`src/rtl/seg7_pkg.sv`:
```
// Shared constants for the 7-segment bus reader: the hex segment table,
// the blank code, segment bit positions, and the decoder result type.
package seg7_pkg;

  localparam logic [6:0] SEG_HEX [16] = '{
    7'h3F, 7'h06, 7'h5B, 7'h4F, 7'h66, 7'h6D, 7'h7D, 7'h07,
    7'h7F, 7'h67, 7'h77, 7'h7C, 7'h39, 7'h5E, 7'h79, 7'h71
  };

  localparam logic [6:0] SEG_BLANK = 7'h00;

  localparam int unsigned SEG_A = 0;
  localparam int unsigned SEG_B = 1;
  localparam int unsigned SEG_C = 2;
  localparam int unsigned SEG_D = 3;
  localparam int unsigned SEG_E = 4;
  localparam int unsigned SEG_F = 5;
  localparam int unsigned SEG_G = 6;

  typedef struct packed {
    logic       legal;
    logic       blank;
    logic [3:0] hex;
  } seg_dec_t;

endpackage

```
`src/rtl/seg7_to_hex.sv`:
```
// Combinational reverse lookup of a segment pattern into its hex value,
// flagging whether the pattern is a legal digit or the blank code.
module seg7_to_hex
  import seg7_pkg::*;
(
  input  logic [6:0] seg_i,
  output seg_dec_t   dec_o
);

  always_comb begin
    dec_o       = '0;
    dec_o.blank = (seg_i == SEG_BLANK);
    for (int unsigned i = 0; i < 16; i++) begin
      if (seg_i == SEG_HEX[i]) begin
        dec_o.legal = 1'b1;
        dec_o.hex   = 4'(i);
      end
    end
  end

endmodule

```
`src/rtl/seg7_capture.sv`:
```
// Captures stable digit patterns from a multiplexed 7-segment bus into a
// per-digit hex register file, with frame completion and error pulses.
module seg7_capture
  import seg7_pkg::*;
#(
  parameter int unsigned NDIG       = 4,
  parameter int unsigned STABLE_CYC = 4
) (
  input  logic              clk,
  input  logic              rst,
  input  logic [6:0]        seg,
  input  logic              dp,
  input  logic [NDIG-1:0]   dig_en,
  output logic [4*NDIG-1:0] digits,
  output logic [NDIG-1:0]   dig_valid,
  output logic [NDIG-1:0]   dp_seen,
  output logic              frame_done,
  output logic              bad_pattern,
  output logic              onehot_err
);

  localparam int unsigned    CW      = $clog2(STABLE_CYC);
  localparam logic [CW-1:0]  CNT_MAX = CW'(STABLE_CYC - 1);
  localparam logic [CW-1:0]  CNT_PRE = CW'(STABLE_CYC - 2);

  logic [6:0]        prev_seg_q;
  logic [NDIG-1:0]   prev_en_q;
  logic [CW-1:0]     cnt_q, cnt_d;
  logic [NDIG-1:0]   mask_q, mask_d;
  logic [4*NDIG-1:0] digits_q, digits_d;
  logic [NDIG-1:0]   valid_q, valid_d;
  logic [NDIG-1:0]   dp_q, dp_d;
  logic              frame_q, frame_d;
  logic              bad_q, bad_d;
  logic              ohe_q, ohe_d;

  logic              en_multi, prev_multi, onehot, same, capture;
  logic [NDIG-1:0]   mask_set;
  seg_dec_t          dec;

  seg7_to_hex u_dec (
    .seg_i (seg),
    .dec_o (dec)
  );

  assign en_multi   = (dig_en & (dig_en - NDIG'(1))) != '0;
  assign prev_multi = (prev_en_q & (prev_en_q - NDIG'(1))) != '0;
  assign onehot     = (dig_en != '0) && !en_multi;
  assign same       = (seg == prev_seg_q) && (dig_en == prev_en_q);
  // Strobe on the single step into the saturated count, so a held pattern captures once.
  assign capture    = onehot && same && (cnt_q == CNT_PRE);

  always_comb begin
    cnt_d    = '0;
    if (onehot && same) cnt_d = (cnt_q == CNT_MAX) ? cnt_q : cnt_q + CW'(1);

    digits_d = digits_q;
    valid_d  = valid_q;
    dp_d     = dp_q;
    mask_set = mask_q;
    for (int unsigned k = 0; k < NDIG; k++) begin
      if (capture && dig_en[k]) begin
        mask_set[k] = 1'b1;
        valid_d[k]  = dec.legal;
        if (dec.legal) begin
          digits_d[4*k +: 4] = dec.hex;
          dp_d[k]            = dp;
        end
      end
    end

    frame_d = &mask_set;
    mask_d  = frame_d ? '0 : mask_set;
    bad_d   = capture && !dec.legal && !dec.blank;
    ohe_d   = en_multi && !prev_multi;
  end

  always_ff @(posedge clk) begin
    if (rst) begin
      prev_seg_q <= '0;
      prev_en_q  <= '0;
      cnt_q      <= '0;
      mask_q     <= '0;
      digits_q   <= '0;
      valid_q    <= '0;
      dp_q       <= '0;
      frame_q    <= 1'b0;
      bad_q      <= 1'b0;
      ohe_q      <= 1'b0;
    end else begin
      prev_seg_q <= seg;
      prev_en_q  <= dig_en;
      cnt_q      <= cnt_d;
      mask_q     <= mask_d;
      digits_q   <= digits_d;
      valid_q    <= valid_d;
      dp_q       <= dp_d;
      frame_q    <= frame_d;
      bad_q      <= bad_d;
      ohe_q      <= ohe_d;
    end
  end

  assign digits      = digits_q;
  assign dig_valid   = valid_q;
  assign dp_seen     = dp_q;
  assign frame_done  = frame_q;
  assign bad_pattern = bad_q;
  assign onehot_err  = ohe_q;

endmodule
```
`config.mk`:
```
export PLATFORM = sky130hd
export DESIGN_NAME = seg7_capture
export DESIGN_NICKNAME = d
export VERILOG_FILES = /design/src/rtl/seg7_pkg.sv /design/src/rtl/seg7_to_hex.sv /design/src/rtl/seg7_capture.sv
export SDC_FILE = /design/constraint.sdc
export NUM_CORES = 1
export LEC_CHECK = 0
export CORE_ASPECT_RATIO = 0.7
export CORE_MARGIN = 1.5
export CORE_UTILIZATION = 55
export DETAILED_ROUTE_END_ITERATION = 16
export PLACE_DENSITY = 0.84
export SETUP_SLACK_MARGIN = 0.5
export SLEW_MARGIN = 20
export SYNTH_ARGS = -nofsm -noshare
export SYNTH_HDL_FRONTEND = slang
export SYNTH_SLANG_ARGS = --single-unit
```
`constraint.sdc`:
```
create_clock -name clk -period 3.64 [get_ports clk]
set_input_delay 0.364 -clock clk [delete_from_list [all_inputs] [get_ports clk]]
set_output_delay 0.364 -clock clk [all_outputs]
set_load 0.02 [all_outputs]
```
-- After elaboration in Yosys (flattened, before gate mapping)
Index checks and enable logic that the tools add are counted.
- bits in registers: 44
- input bits: 14
- output and inout bits: 27
- word-level logic and storage cells: 106
- add/subtract/negate cells: 3
- eq/ne operators: 20
- multiplexer cells: 35
- bitwise operators: 3
- reduce and logical (&&, ||, !) cells: 26
- operators by type and width (cell ; count):
    equality test 7 bit (second input constant) ; 12
    two-way mux 4 bit ; 8
    two-way mux 1 bit ; 21
    equality test 7 x 3 -> 1 bit (second input constant) ; 2
    equality test 7 x 6 -> 1 bit (second input constant) ; 2
    two-way mux 3 bit ; 4
    nonzero test 4 bit ; 3
    logical AND 1 bit ; 11
    AND 4 bit ; 2
    AND reduction 2 bit ; 4
    subtractor 4 x 1 -> 4 bit (second input constant) ; 2
    equality test 7 bit ; 1
    zero test 7 bit ; 1
    equality test 2 bit (second input constant) ; 2
    equality test 4 bit ; 1
    zero test 1 bit ; 4
    two-way mux 2 bit ; 2
    AND reduction 4 bit ; 1
    OR reduction 2 bit ; 2
    adder 2 x 1 -> 2 bit (second input constant) ; 1
    inverter 1 bit ; 1

-- Depth between registers and ports, before layout
- depth in word-level cells: 20
- mapped depth: 7
- mapped depth without buffers: 6

-- Cells and area by module
Synthesis repeated with hierarchy kept, for this count alone.
- cell total of the unflattened synthesis: 277
- area, all modules: 2399.8 um^2
- modules (own cells, without submodules) (module ; instances ; cells each ; area an instance (um^2) ; seq. area each (um^2)):
    seg7_capture ; 1 ; 226 ; 2060.7 ; 880.8
    seg7_to_hex ; 1 ; 51 ; 339.1 ; 0.0

-- Worst setup path before layout
Ideal clock, no wire load.
- kind: input port to flip-flop
- start: input port dig_en[1]
- end: register digits_q[11], in the netlist digits[11]
- arrival: 2.030 ns
- setup slack: 1.493 ns
- stages: 6
- path buffers: 0
- path through: xor2_1 -> or4b_4 -> nor4_4 -> and3_2 -> nand2_4 -> a32o_1
- cells in the longest elaborated chain, start to end: 9
- elaborated cells on any way between the ends: 12
- classes of those cells: 1 x add/sub; 1 x eq/ne; 1 x bitwise; 9 x reduce/logical
- ends and longest elaborated chain (element ; RTL line ; source):
    start, declared ; seg7_capture.sv:13 ; input logic [NDIG-1:0] dig_en,
    subtractor 4 x 1 -> 4 bit ; seg7_capture.sv:46 ; assign en_multi = (dig_en & (dig_en - NDIG'(1))) != '0;
    AND 4 bit ; seg7_capture.sv:46 ;
    nonzero test 4 bit ; seg7_capture.sv:46 ;
    zero test 1 bit ; seg7_capture.sv:48 ; assign onehot = (dig_en != '0) && !en_multi;
    logical AND 1 bit ; seg7_capture.sv:48 ;
    logical AND 1 bit (*) (2 in a row) ; seg7_capture.sv:51 ; assign capture = onehot && same && (cnt_q == CNT_PRE);
    logical AND 1 bit (*) ; seg7_capture.sv:62 ; if (capture && dig_en[k]) begin
    AND reduction 2 bit (no line) (*) ; n/a ;
    end signal, assigned ; seg7_capture.sv:95 ; digits_q <= digits_d;
    end, declared ; seg7_capture.sv:30 ; logic [4*NDIG-1:0] digits_q, digits_d;
Mark *: on every way between the ends. The rest lies on a longest branch, timed or not.
A chain may end at the register's enable or synchronous reset.

-- Worst setup path after layout
- start: input port seg[6]
- end: register digits_q[11], in the netlist digits[11]
- cells in the longest elaborated chain, start to end: 18
- elaborated cells on any way between the ends: 46
- classes of those cells: 17 x eq/ne; 24 x mux; 5 x reduce/logical
- ends and longest elaborated chain (element ; RTL line ; source):
    start, declared ; seg7_capture.sv:11 ; input logic [6:0] seg,
    equality test 7 x 6 -> 1 bit ; seg7_to_hex.sv:14 ; if (seg_i == SEG_HEX[i]) begin
    two-way mux 1 bit (16 in a row) ; seg7_to_hex.sv:14 ;
    AND reduction 2 bit (no line) ; n/a ;
Parallel ways exist; a longest one is shown, timed or not.

==> results.cfg <==
[final_layout]
fillers = 284
area_growth_pct = 26.1
layout.nets = 284
layout-drive-gt1-share = 0.100
diodes = 0

[logic_synthesis]
synth_edf_count = 0
syn_avg_cell_area_um2 = 9.11
postSynthCellCount = 232
yosysSeqAreaShare = 0.417
yosys.area.top_type_share = 0.417
synth-main-ff-cell = dfxtp_1
ys.warnings.count = 0
synth.area.top_cells = dfxtp_1, mux2i_1, nand2_1
synth_most_common_cell = dfxtp_1
ys_ff_latch = 44
yosys-top-cells-count = dfxtp_1, nand2_1, mux2i_1
synth_cell_type_count = 42
syn_area_mm2 = 0.00211
synth_top_area_cell = dfxtp_1
syn_nets = 248
synthArstFlopShare = 0

[die]
die_x_um = 77.1
num_rows = 18
io-pin-count = 41
dieHeight_um = 54.9
start_util = 0.586
core_mm2 = 0.00360
dieArea_mm2 = 0.00423

[worst_setup_path]
worst_r2r_path_depth = 6
required_ps = 3830
reg2reg_from = prev_en_q[1]
critPathSlowestCell = clkdlybuf4s50_1
cp_max_fo = 13
critPathMaxStageDelay_ps = 640
crit_type = input pin to flop
crit_chain = clkdlybuf4s50_1, xor2_1, or4_1, nor4_4, and3_2, nand2_4, a32o_1
crit_start = seg[6]
r2r_slack_ps = 1330
rr_endpoint = digits[11]
end_kind = flop
cp-endpoint = digits[11]
critPathLaunchType = input pin
cp.arrival_ps = 2900

[hold_path]
hp-class = flop to flop
worstHoldStart = dp_seen[0]

[timing]
max_slew_margin = 0.559
period_minus_slack_ps = 2710
worst_slew_pin_slew_ps = 661
drv_slew = 0
clock_skew_ps = 10.5
fmax_mhz = 369
report.final.hold_viol_count = 0
setup_viol = 0
rsz0062_at_grt = no
tns_ps = 0
setup_ws_ps = 929
finalCritPeriodShare = 0.745

[cts]
cts-root-buf = clkbuf_8
cts_tree = built
ctsResizeCount = 0
insertion_delay_ps = 300
ctsHoldBuffers = 0
numCtsBuffers = 5
h-tree-depth = 2
clock_path_buffers = 2
clk_pin_slew_worst_paths_ps = 80
cts_sinks = 44
post_cts_buffers = 0

[flow_run]
cap_viol_max_count = 0

[global_route]
grt_pass1_wl_mm = 7.63
antenna_found_initial = 0
overflow = 0
grt.total_usage = 0.241
grt_max_degree = 28
grt_pass1_vias = 1526

[pwr]
p_comb_frac = 0.098
ir_worst_vdd_mv = 0.271
p_switching_mw = 0.229
swShare = 0.233
internal_power_mw = 0.754
power_density_mw_per_mm2 = 369
power_frac_seq = 0.502
p_leak_nw = 1.09
p_clk_frac = 0.400

[placement]
portBuffers = 40
gp_congestion = 0.818
pre_cts_slack_ps = 663
dp_hpwl_mm = 3.44

[detailed_routing]
routed_wl_mm = 4.82
detail-route-antenna-nets = 0
post_drt_wl_per_cell_um = 15.1
initialDrtViolationCount = 66
via_per_inst = 5.57
drc = 0
vias = 1778
firstDrtPassIters = 4

[status]
outcome = finished clean
## cells by family after synthesis
| logic type | synth area share |
|---|---|
| multiplexers | 0.0811 |
| flip-flops | 0.417 |
| adder cells (fa/ha/maj) | 0.0166 |
| AND/OR/NAND/NOR | 0.305 |
| XOR/XNOR | 0.0580 |
| buffers and inverters | 0.0266 |
| AO/OA/AOI/OAI | 0.0959 |
## worst max-delay path, delay by kind of cell
family	cells	cell delay, ps
AND/OR/NAND/NOR	4	1330
XOR/XNOR	1	270
buffers and inverters	1	640
AO/OA/AOI/OAI	1	290
## power groups by stage
stage | Clock [mW] | Sequential [mW] | Combinational [mW]
floorplan | 0 | 0.504 | 0.0604
global placement | 0 | 0.504 | 0.0948
detailed placement | 0 | 0.504 | 0.0956
CTS | 0.395 | 0.493 | 0.0961
global route | 0.422 | 0.494 | 0.106
finish | 0.393 | 0.493 | 0.0966
## per-stage QoR
step	util	cells	power, mW	instance area [µm²]	hold WS [ps]
6_report	0.739	319	0.982	2660	467
5_1_grt	0.739	319	1.02	2660	493
4_1_cts	0.739	319	0.984	2660	469
3_5_place_dp	0.706	311	0.600	2540	456
3_3_place_gp	0.706	311	0.599	2540	452
2_1_floorplan	-	232	0.565	2110	485
## metal layers
metal / wire (µm) / GRT usage / up-vias / part of all wire
li1: - / - / 892 / -
met1: 2420 / 0.336 / 821 / 0.50
met2: 2070 / 0.372 / 57 / 0.43
met3: 270 / 0.0617 / 8 / 0.056
met4: 59 / 0.0727 / 0 / 0.012
met5: 0 / 0 / - / 0
## layout make-up
cell class / count / area [µm²] / share of cell area
clock buffer: 6 / 82.6 / 0.0310
clock inverter: 2 / 38.8 / 0.0146
inverter: 2 / 7.51 / 0.00282
multi-input combinational: 173 / 1180 / 0.442
sequential: 44 / 881 / 0.331
tap: 50 / 62.6 / 0.0235
timing repair buffer: 42 / 415 / 0.156
## layout by cell type, fill, tap and decap left out, drive strengths merged, types with 2 or more instances in the layout
| master | instances |
|---|---|
| a211oi | 4 |
| o21ai | 3 |
| nor4 | 3 |
| buf | 2 |
| nor2b | 12 |
| and3 | 6 |
| a31oi | 4 |
| clkbuf | 6 |
| dfxtp | 44 |
| clkdlybuf4s50 | 40 |
| nand3 | 3 |
| inv | 2 |
| nand4 | 5 |
| xnor2 | 4 |
| a21o | 2 |
| nor2 | 13 |
| nor4b | 3 |
| ha | 2 |
| xor2 | 10 |
| nor3b | 2 |
| nand3b | 2 |
| or3b | 2 |
| nor3 | 15 |
| or4 | 3 |
| a32o | 4 |
| a21oi | 8 |
| nand2b | 9 |
| mux2i | 16 |
| nand2 | 29 |
## how the worst min path moves through the flow
| stage | to | slack, ps | depth (start not counted) |
|---|---|---|---|
| detailed placement | dp_seen[1] | 460 | 2 |
| finish | dp_seen[0] | 470 | 2 |
| CTS | dp_seen[1] | 470 | 2 |
| global placement | digits[2] | 450 | 2 |
| global route | dp_seen[3] | 490 | 2 |
| floorplan | cnt_q[1] | 480 | 2 |
## registers in the layout, indices dropped and copies added (netlist names)
register / cells
bad_pattern: 1
cnt_q: 2
dig_valid: 4
digits: 16
dp_seen: 4
frame_done: 1
mask_q: 4
onehot_err: 1
prev_en_q: 4
prev_seg_q: 7
Note: power is estimated with default switching activity, not from simulation.
